### src/rtl/uart_tx_arbiter.sv
// Round-robin, packet-granular arbiter sharing one UART transmitter among NUM_REQ byte streams.
// A grant lasts until a byte flagged last transfers or MAX_PKT_LEN bytes have gone out.
module uart_tx_arbiter #(
    parameter int unsigned  NUM_REQ     = 4,
    parameter int unsigned  MAX_PKT_LEN = 16,
    localparam int unsigned GW          = $clog2(NUM_REQ)
) (
    input  logic                 clk,
    input  logic                 rst,
    input  logic [NUM_REQ*8-1:0] req_data,
    input  logic [NUM_REQ-1:0]   req_valid,
    input  logic [NUM_REQ-1:0]   req_last,
    output logic [NUM_REQ-1:0]   req_ready,
    output logic [7:0]           tx_data,
    output logic                 tx_valid,
    input  logic                 tx_ready,
    output logic [GW-1:0]        grant_id,
    output logic                 busy,
    output logic                 forced_release
);

    localparam logic [0:0] ST_IDLE   = 1'b0;
    localparam logic [0:0] ST_LOCKED = 1'b1;
    localparam logic [7:0] CNT_CAP   = 8'(MAX_PKT_LEN - 1);

    logic [0:0]    state_q, state_d;
    logic [GW-1:0] grant_q, grant_d;
    logic [GW-1:0] last_grant_q, last_grant_d;
    logic [7:0]    byte_cnt_q, byte_cnt_d;
    logic          forced_q, forced_d;

    logic [GW-1:0] pick;
    logic [GW-1:0] cand;
    logic          pick_valid;
    logic          xfer;
    logic [7:0]    req_bytes [NUM_REQ];

    for (genvar i = 0; i < NUM_REQ; i++) begin : g_unpack
        assign req_bytes[i] = req_data[8*i +: 8];
    end

    // First valid requester scanning upward from the one after the last grant holder.
    always_comb begin
        pick       = last_grant_q;
        cand       = '0;
        pick_valid = 1'b0;
        for (int unsigned k = 1; k <= NUM_REQ; k++) begin
            cand = GW'((32'(last_grant_q) + k) % NUM_REQ);
            if (!pick_valid && req_valid[cand]) begin
                pick       = cand;
                pick_valid = 1'b1;
            end
        end
    end

    // Passthrough from the held requester to the transmitter.
    always_comb begin
        tx_data   = 8'h00;
        tx_valid  = 1'b0;
        req_ready = '0;
        if (state_q == ST_LOCKED) begin
            tx_data             = req_bytes[grant_q];
            tx_valid            = req_valid[grant_q];
            req_ready[grant_q]  = tx_ready;
        end
    end

    assign xfer = (state_q == ST_LOCKED) && req_valid[grant_q] && tx_ready;

    always_comb begin
        state_d      = state_q;
        grant_d      = grant_q;
        last_grant_d = last_grant_q;
        byte_cnt_d   = byte_cnt_q;
        forced_d     = 1'b0;
        case (state_q)
            ST_IDLE: begin
                if (pick_valid) begin
                    grant_d    = pick;
                    byte_cnt_d = 8'h00;
                    state_d    = ST_LOCKED;
                end
            end
            ST_LOCKED: begin
                if (xfer) begin
                    // A last byte landing on the cap is a normal end, not a forced one.
                    if (req_last[grant_q]) begin
                        state_d      = ST_IDLE;
                        last_grant_d = grant_q;
                    end else if (byte_cnt_q == CNT_CAP) begin
                        state_d      = ST_IDLE;
                        last_grant_d = grant_q;
                        forced_d     = 1'b1;
                    end else begin
                        byte_cnt_d = byte_cnt_q + 8'd1;
                    end
                end
            end
            default: state_d = ST_IDLE;
        endcase
    end

    always_ff @(posedge clk or posedge rst) begin
        if (rst) begin
            state_q      <= ST_IDLE;
            grant_q      <= '0;
            last_grant_q <= GW'(NUM_REQ - 1);
            byte_cnt_q   <= 8'h00;
            forced_q     <= 1'b0;
        end else begin
            state_q      <= state_d;
            grant_q      <= grant_d;
            last_grant_q <= last_grant_d;
            byte_cnt_q   <= byte_cnt_d;
            forced_q     <= forced_d;
        end
    end

    assign busy           = (state_q == ST_LOCKED);
    assign grant_id       = grant_q;
    assign forced_release = forced_q;

endmodule

### config.mk
export PLATFORM = sky130hd
export DESIGN_NAME = uart_tx_arbiter
export DESIGN_NICKNAME = d
export VERILOG_FILES = /design/src/rtl/uart_tx_arbiter.sv
export SDC_FILE = /design/constraint.sdc
export NUM_CORES = 1
export LEC_CHECK = 0
export CAP_MARGIN = 10
export CORE_UTILIZATION = 38
export CTS_BUF_LIST = sky130_fd_sc_hd__clkbuf_4 sky130_fd_sc_hd__clkbuf_8 sky130_fd_sc_hd__clkbuf_16
export DETAILED_ROUTE_END_ITERATION = 8
export PLACE_DENSITY = 0.85
export RECOVER_POWER = 50
export SETUP_SLACK_MARGIN = 0.15
export SLEW_MARGIN = 15
export SYNTH_ARGS = -nofsm -noshare
export SYNTH_HDL_FRONTEND = slang
export SYNTH_SLANG_ARGS = --single-unit
### constraint.sdc
create_clock -name clk -period 2.7 [get_ports clk]
set_input_delay 0.81 -clock clk [delete_from_list [all_inputs] [get_ports clk]]
set_output_delay 0.81 -clock clk [all_outputs]
set_load 0.01 [all_outputs]
After elaboration in Yosys (flattened, before gate mapping)
Index checks and enable logic that the tools add are counted.
- register bits: 14
- bits of input ports: 43
- equal/unequal tests: 5
- bitwise operators: 3
- reductions and logical operators: 13
- add/subtract/negate cells: 5
- multiplexer cells: 44
- $lt $le $gt $ge: 7
- operators with widths (cell ; count):
    $mux 8 ; 7
    $mux 1 ; 20
    $bmux 8 s2 ; 1
    $pmux 8 s2 ; 1
    $lt 2x3->1 const B ; 5
    $bmux 1 s2 ; 6
    $mux 2 ; 6
    $add 8x1->8 const B ; 1
    $eq 8x4->1 const B ; 1
    $logic_and 1x1->1 ; 6
    $ne 2x2->1 const B ; 3
    $add 2x1->2 const B ; 2
    $add 2x2->2 const B ; 2
    $and 4x4->4 ; 1
    $mux 4 ; 1
    $reduce_and 4->1 ; 1
    $ge 3x3->1 const B ; 1
    $logic_not 1->1 ; 3
    $not 2->3 ; 1
    $reduce_and 3->1 ; 1
    $demux 1 s2 ; 1
    $ge 2x1->1 const B ; 1
    $ne 2x1->1 const B ; 1
    $pmux 1 s2 ; 1
    3 further kinds ; 3

Logic depth before layout (Yosys ltp)
Gate-level depths: netlist (run 1).
- depth after elaboration: 15
- mapped depth: 6
- depth with buffers taken out: 6

Worst setup path after synthesis (run 1)
Ideal clock, no wire load.
- path type: register to output
- start point: reg grant_q[0], in the netlist grant_id[0]
- end point: out tx_data[0]
- data arrival time: 1678 ps
- cell stages (with the launch flop): 5
- setup slack: 212 ps
- data required time: 1890 ps
- cell sequence: dfrtp_1 -> buf_6 -> clkbuf_1 -> mux4_2 -> and2_1
- cells in the longest elaborated chain, start to end: 5
- ends and longest elaborated chain (element ; RTL line ; RTL):
    start: declaration ; 27 ; logic [GW-1:0] grant_q, grant_d;
    start signal: assignment ; 112 ; grant_q <= grant_d;
    $not 2->3 (not written as such) ; 62 ; tx_data = req_bytes[grant_q];
    $bmux 8 s2 ; 62 ;
    $mux 8 (not written as such) (2 in series) ; 62 ;
    $mux 8 ; 61 ; if (state_q == ST_LOCKED) begin
    end: declaration ; 14 ; output logic [7:0] tx_data,
Every way passes these cells. The select of a mux whose other input is x is not followed.

Worst setup path after layout (run 1)
- start point: in req_data[19]
- end point: out tx_data[3]
- cells in the longest elaborated chain, start to end: 4
- ends and longest elaborated chain (element ; RTL line ; RTL):
    start: declaration ; 10 ; input logic [NUM_REQ*8-1:0] req_data,
    $bmux 8 s2 ; 62 ;
    $mux 8 (not written as such) (2 in series) ; 62 ;
    $mux 8 ; 61 ;
Every way passes these cells. The select of a mux whose other input is x is not followed.

==> run_results.csv, run 1 <==
group,metric,value,unit
cts,clockBufferDepth,2,
drt,route.detailed.drc,0,
setup_path,worst-endpoint-required,1.89,ns
die,initial_utilization,41.52,%
worst_hold_path,worst_hold_path_type,"reg -> reg",
logic_synthesis,netlist_instances,106,
setup_path,crit_path_start_kind,"primary input",
placed_design,place.port_buffers,59,
logic_synthesis,part_of_the_yosys_area_used_for_sequential_elements,33.10,%
setup_path,critPathMaxStageDelay,0.46,ns
placed_design,dp_slack,-0.5420,ns
worst_hold_path,hold_path_depth,1,
sta,setup_slack,0.1628,ns
die,fp.dieW,54.97,um
layout,antenna_cells,0,
setup_path,type_of_the_setup_path_with_the_least_slack,"in -> out",
drt,ant_nets,0,
worst_hold_path,holdCritStartpoint,"byte_cnt_q[2]$_DFFE_PP0P_",
sta,tightest_slew,0.5481,ns
pwr,power.sequential.fraction,25.4,%
sta,finalCritPeriodShare,93.97,%
die,die_h,54.97,um
die,num_rows,18,
sta,final_max_slew_viol_count,0,
setup_path,timing.reg2reg.setup_slack,0.45,ns
layout,final_common_cell,"sky130_fd_sc_hd__clkbuf_2",
drt,wire_per_inst,17.21,um
cts,clock_network_latency_to_the_later_pin_of_the_worst_skew_pair,0.28,ns
layout,ff_latch_area,354.1,um^2
setup_path,crit-reg2reg-launch,"grant_id[0]$_DFFE_PP0P_",
pwr,power.internal,0.8975,mW
sta,totalNegativeSetupSlack,0,ns
grt,grt-busiest-layer,"met2",
sta,timing.hold.ws,0.5408,ns
grt,antenna_found_initial,0,
drt,drt_pre_antenna_iters,4,
cts,clkTransAtPathRegs,0.07,ns
placed_design,detailedPlacementHpwl,2.803,mm
drt,route.detailed.vias_per_inst,5.624,
setup_path,setup.worst_path.end_class,"output port",
grt,grt_remaining_overflow,0,
cts,cts_buffers,3,
sta,worst_slew_margin_rel,63.42,%
pwr,power.ir.vdd_worst,568.5,uV
run,maxCapViolations,0,
die,io-pin-count,60,
sta,max_freq,394.1,MHz
cts,cts_sinks,14,
pwr,p_leak,0.8140,nW
grt,wire_length_of_the_first_global_routing_pass,5.126,mm
setup_path,crit_path_max_fanout,1,
drt,drt-total-wl,3.666,mm
cts,cts_tree,"yes",
grt,grtUsageMet2,45.38,%
die,core_area,0.002567,mm^2
layout,areaGrowthSynthToFinish,61.15,%
drt,detail_route.iter0.violations,21,
setup_path,critical-path-top-delay-family,"multiplexers",
sta,setup_violations,0,
setup_path,worst_path_max_delay_cell,"sky130_fd_sc_hd__mux4_2",
grt,first_global_vias,1202,
grt,grt_max_degree,17,
sta,fin_hold_viols,0,
pwr,switching_share,37.87,%
setup_path,timing.critical_path.cells,"clkdlybuf4s15_1, mux4_2, and2_4, buf_6",
layout,fillCellCount,211,
sta,rsz0062_at_grt,"no",
layout,final_cell_mix,"sky130_fd_sc_hd__clkbuf_2 (19), sky130_fd_sc_hd__buf_4 (15), sky130_fd_sc_hd__nor2_1 (13), sky130_fd_sc_hd__clkdlybuf4s15_1 (13)",
setup_path,crit_arrival,1.73,ns
drt,vias,1198,
pwr,power-per-cell-area,840.9,mW/mm^2
die,die_area,0.003021,mm^2
pwr,pwr-share-clk,9.3,%
logic_synthesis,netlist-cell-type-count,37,
layout,final_layout_size_suffix_gt1_share,40.98,%
sta,worst_setup_skew_after_layout,0.01644,ns
grt,grtUsageMet3,7.923,%
setup_path,worst-path-buf-inv,2,
layout,area_taken_by_multi_input_logic_gates,681.9,um^2
worst_hold_path,hold-path-endpoint,"byte_cnt_q[2]$_DFFE_PP0P_",
logic_synthesis,synthesis.nets,150,
setup_path,reg_to_reg_end,"byte_cnt_q[4]$_DFFE_PP0P_",
grt,track_usage,24.09,%
logic_synthesis,synth_area_per_cell,10.06,um^2
pwr,combPwrFrac,65.3,%
logic_synthesis,synth-seq-cells,14,
grt,groute.layer.met1.usage,25.04,%
cts,h-tree-depth,1,
placed_design,gp_congestion,0.9260,
sta,period_needed,2.537,ns
cts,ctsRootBufferMaster,"sky130_fd_sc_hd__clkbuf_4",
layout,finish.net_count,228,
setup_path,r2r.worst_path.cells,9,
outcome,outcome,"completed",
pwr,power.net_switching,0.5471,mW
logic_synthesis,yosys_warnings,0,
logic_synthesis,mappedNetlistArea,0.001066,mm^2
pwr,report.power.total,1.445,mW
-- power groups by stage --
stage | logic, mW | clock network, mW | registers (mW)
final | 0.943 | 0.135 | 0.367
after floorplan | 0.486 | 0 | 0.324
after global placement | 0.868 | 0 | 0.363
after global routing | 1.02 | 0.148 | 0.377
after CTS | 0.933 | 0.139 | 0.365
after detailed placement | 0.900 | 0 | 0.369
-- stage by stage --
step	cell area [um^2]	instances	utilization (%)
3_3_place_gp	1792	207	69.79
4_1_cts	1822	213	70.96
2_1_floorplan	1066	106	-
3_5_place_dp	1792	207	69.79
6_report	1718	213	66.91
5_1_grt	1718	213	66.91
-- worst max path at each step --
stage                            start           end  slack [ns]  cells after the start
6_report                  req_data[19]    tx_data[3]        0.16                      4
5_1_grt                   req_data[19]    tx_data[3]        0.15                      4
4_1_cts                       tx_ready  req_ready[2]        0.12                      4
3_5_place_dp              req_valid[1]      tx_valid       -0.54                      5
3_3_place_gp              req_valid[1]      tx_valid       -0.51                      5
2_1_floorplan  grant_id[0]$_DFFE_PP0P_    tx_data[0]        0.21                      4
-- registers in the layout, summed over array words and instances, names as in the netlist --
signal	count
busy	1
byte_cnt_q	8
forced_release	1
grant_id	2
last_grant_q	2
-- worst register-to-register path: stages (launching register included) --
cell,delay (ns)
sky130_fd_sc_hd__dfrtp_1,0.39
sky130_fd_sc_hd__buf_4,0.15
sky130_fd_sc_hd__buf_4,0.17
sky130_fd_sc_hd__mux2i_1,0.15
sky130_fd_sc_hd__buf_4,0.14
sky130_fd_sc_hd__buf_4,0.12
sky130_fd_sc_hd__o22a_1,0.22
sky130_fd_sc_hd__nor3_1,0.31
sky130_fd_sc_hd__or4b_1,0.47
sky130_fd_sc_hd__nand2_1,0.08
-- routing by layer --
metal	routed length (um)	vias to the layer above
li1	-	553
met1	1245	568
met2	1910	67
met3	454	10
met4	55	0
met5	0	-
-- cell usage after synthesis, drive strengths merged --
cell type | instances | area, um^2
a211oi | 2 | 15.01
a21oi | 3 | 15.01
and2 | 8 | 50.05
and4 | 1 | 8.760
buf | 1 | 11.26
clkbuf | 3 | 11.26
dfrtp | 12 | 300.3
dfstp | 2 | 52.55
ha | 1 | 12.51
inv | 5 | 18.77
mux2 | 2 | 22.52
mux2i | 4 | 40.04
mux4 | 9 | 210.2
nand2 | 11 | 41.29
nand3 | 3 | 15.01
nand3b | 1 | 7.510
nand4 | 1 | 6.260
nor2 | 13 | 48.80
nor2b | 1 | 6.260
nor3 | 4 | 31.28
nor4 | 1 | 6.260
o211ai | 1 | 7.510
o21a | 1 | 7.510
o21ai | 3 | 15.01
o221ai | 1 | 8.760
o22a | 1 | 8.760
o22ai | 1 | 6.260
o311ai | 1 | 8.760
o31ai | 1 | 7.510
o41ai | 1 | 8.760
or2 | 1 | 6.260
or3 | 1 | 6.260
or4 | 1 | 7.510
or4b | 1 | 10.01
xnor2 | 3 | 26.28
-- cell type report --
class | count | area share [%]
Inverter | 5 | 1.092
Sequential cell | 14 | 20.61
Clock buffer | 4 | 1.748
Multi-Input combinational cell | 83 | 39.69
Tap cell | 30 | 2.185
Timing Repair Buffer | 77 | 34.67
-- cell families (layout without fill, tap and decap cells) --
| kind of cell | after synthesis | after routing | share of synthesized area, % |
|---|---|---|---|
| simple gates | 48 | 48 | 23.59 |
| buf+inv | 9 | 86 | 3.873 |
| fa+ha+maj | 1 | 1 | 1.174 |
| mux | 15 | 15 | 25.59 |
| flops | 14 | 14 | 33.10 |
| compound gates | 16 | 16 | 10.21 |
| xor+xnor | 3 | 3 | 2.465 |
-- what timing repair did --
item	CTS	global route
endpoints found under the hold margin	0	0
setup buffers	2	0
resized for setup	136	26
endpoints found under the setup margin	13	12
hold buffers	0	0
pin swaps	4	2
Power figures use the tool's default switching activity.
==> inputs of run 2 (changes only) <==
--- a/config.mk
+++ b/config.mk
@@ -6,12 +6,14 @@
 export NUM_CORES = 1
 export LEC_CHECK = 0
 export CAP_MARGIN = 10
+export CORE_ASPECT_RATIO = 2
 export CORE_UTILIZATION = 38
 export CTS_BUF_LIST = sky130_fd_sc_hd__clkbuf_4 sky130_fd_sc_hd__clkbuf_8 sky130_fd_sc_hd__clkbuf_16
 export DETAILED_ROUTE_END_ITERATION = 8
 export PLACE_DENSITY = 0.85
 export RECOVER_POWER = 50
 export SETUP_SLACK_MARGIN = 0.15
+export SKIP_CTS_REPAIR_TIMING = 1
 export SLEW_MARGIN = 15
 export SYNTH_ARGS = -nofsm -noshare
 export SYNTH_HDL_FRONTEND = slang
==> run_results.csv, run 2 (synthesis results as in run 1) <==
group,metric,value,unit
sta,final_max_slew_viol_count,0,
drt,vias,1150,
drt,detail_route.iter0.violations,39,
setup_path,worst_path_max_delay_cell,"sky130_fd_sc_hd__mux4_2",
layout,final_layout_size_suffix_gt1_share,22.73,%
outcome,failed_checks,"negative setup slack",
setup_path,setup.worst_path.end_class,"output port",
worst_hold_path,worst_hold_path_type,"reg -> reg",
outcome,outcome,"finished with violations",
drt,drt_pre_antenna_iters,4,
placed_design,place.port_buffers,59,
sta,finalCritPeriodShare,102.3,%
die,die_area,0.003034,mm^2
sta,totalNegativeSetupSlack,-0.1125,ns
setup_path,timing.critical_path.cells,"clkdlybuf4s50_1, mux4_2, and2_1, clkbuf_2",
die,core_area,0.002603,mm^2
sta,worst_slew_margin_rel,61.38,%
layout,antenna_cells,0,
grt,grt_remaining_overflow,0,
run,maxCapViolations,0,
setup_path,crit_path_start_kind,"primary input",
sta,rsz0062_at_grt,"yes",
layout,top_register,"byte_cnt_q",
cts,clkTransAtPathRegs,0.06,ns
pwr,power.ir.vdd_worst,483.0,uV
setup_path,type_of_the_setup_path_with_the_least_slack,"in -> out",
pwr,power-per-cell-area,737.7,mW/mm^2
die,fp.dieW,39.45,um
setup_path,worst-path-buf-inv,2,
cts,cts_sinks,14,
grt,track_usage,20.90,%
drt,route.detailed.drc,0,
placed_design,gp_congestion,0.8046,
sta,fin_hold_viols,0,
sta,setup_slack,-0.06104,ns
grt,antenna_found_initial,0,
pwr,report.power.total,1.338,mW
sta,max_freq,362.2,MHz
die,initial_utilization,40.96,%
grt,first_global_vias,1124,
sta,setup_violations,2,
setup_path,crit_arrival,1.95,ns
layout,final_cell_mix,"sky130_fd_sc_hd__dlymetal6s2s_1 (28), sky130_fd_sc_hd__clkdlybuf4s50_1 (16), sky130_fd_sc_hd__nor2_1 (13), sky130_fd_sc_hd__dfrtp_1 (12), sky130_fd_sc_hd__nand2_1 (11)",
cts,cts_buffers,3,
pwr,p_leak,1.015,nW
layout,layout.cells.non_filler,204,
sta,worst_setup_skew_after_layout,0.001785,ns
sta,tightest_slew,0.5793,ns
layout,finish.net_count,221,
placed_design,place_inst,200,
grt,grt_max_degree,17,
die,num_rows,26,
cts,clockBufferDepth,2,
grt,wire_length_of_the_first_global_routing_pass,4.650,mm
setup_path,critPathMaxStageDelay,0.45,ns
drt,route.detailed.vias_per_inst,5.637,
layout,areaGrowthSynthToFinish,70.19,%
placed_design,detailedPlacementHpwl,2.545,mm
cts,cts_tree,"yes",
cts,ctsRootBufferMaster,"sky130_fd_sc_hd__clkbuf_8",
cts,clock_network_latency_to_the_later_pin_of_the_worst_skew_pair,0.25,ns
drt,wire_per_inst,16.26,um
drt,drt-total-wl,3.317,mm
setup_path,crit_path_max_fanout,1,
cts,h-tree-depth,1,
sta,period_needed,2.761,ns
layout,final_common_cell,"sky130_fd_sc_hd__dlymetal6s2s_1",
setup_path,worst-endpoint-required,1.89,ns
setup_path,critical-path-top-delay-family,"buffers and inverters",
die,die_h,76.91,um
layout,largest_reg_flops,8,
drt,ant_nets,0,
die,io-pin-count,60,
[run 2: cell types whose count changed in the layout (fill, tap and decap cells not counted), sizes merged]
cell,before,now
dlygate4sd3,3,4
dlygate4sd2,4,0
dlymetal6s2s,1,28
buf,28,18
clkdlybuf4s15,13,0
clkbuf,26,8
clkdlybuf4s50,6,16
[run 2: metal layers]
layer,vias up,track usage [%],share of wire [%]
met5,-,0,0
met4,0,8.966,1.6
met3,5,6.647,13
met2,71,38.03,55
met1,541,18.69,31
li1,533,-,-
[run 2: area by class of cell]
cell class                      count  area, um^2
Fill cell                         184       788.3
Timing Repair Buffer               70       690.7
Sequential cell                    14       352.8
Tap cell                           28       35.03
Clock buffer                        4       55.05
Multi-Input combinational cell     83       661.9
Inverter                            5       18.77
[run 2: path summary, 6_finish.rpt]
check | start | end | slack [ns] | cells past startpoint
worst max-delay path | req_data[31] | tx_data[7] | -0.06 | 4
worst min-delay path | byte_cnt_q[3]$_DFFE_PP0P_ | byte_cnt_q[3]$_DFFE_PP0P_ | 0.51 | 1
worst max register to register | grant_id[1]$_DFFE_PP0P_ | byte_cnt_q[4]$_DFFE_PP0P_ | 0.48 | 6
worst min register to register | byte_cnt_q[3]$_DFFE_PP0P_ | byte_cnt_q[3]$_DFFE_PP0P_ | 0.51 | 1
max in group asynchronous | rst | last_grant_q[1]$_DFFE_PP1P_ | 1.31 | 2
min in group asynchronous | rst | grant_id[1]$_DFFE_PP0P_ | 1.03 | 2
[run 2: worst register-to-register path, stage by stage (launching register included)]
cell and delay, ns:
sky130_fd_sc_hd__dfrtp_1 0.71, sky130_fd_sc_hd__nand3_1 0.22, sky130_fd_sc_hd__buf_4 0.19, sky130_fd_sc_hd__o22a_1 0.23, sky130_fd_sc_hd__nor3_1 0.25, sky130_fd_sc_hd__or4b_1 0.47
sky130_fd_sc_hd__nand2_1 0.09
[run 2: where the power goes]
part           internal [mW]  switching [mW]
clock network          0.129          0.0725
registers              0.267          0.0953
logic                  0.444           0.330
[run 2: metrics by stage]
step	area (um^2)	hold slack (ns)	worst slack (ns)	util (%)
2_1_floorplan	1066	0.4618	0.2119	-
3_3_place_gp	1752	0.4808	-0.4654	67.31
3_5_place_dp	1752	0.5008	-0.4684	67.31
6_report	1814	0.5067	-0.06104	69.71
4_1_cts	1807	0.5024	-0.4692	69.42
5_1_grt	1814	0.5352	-0.08432	69.71
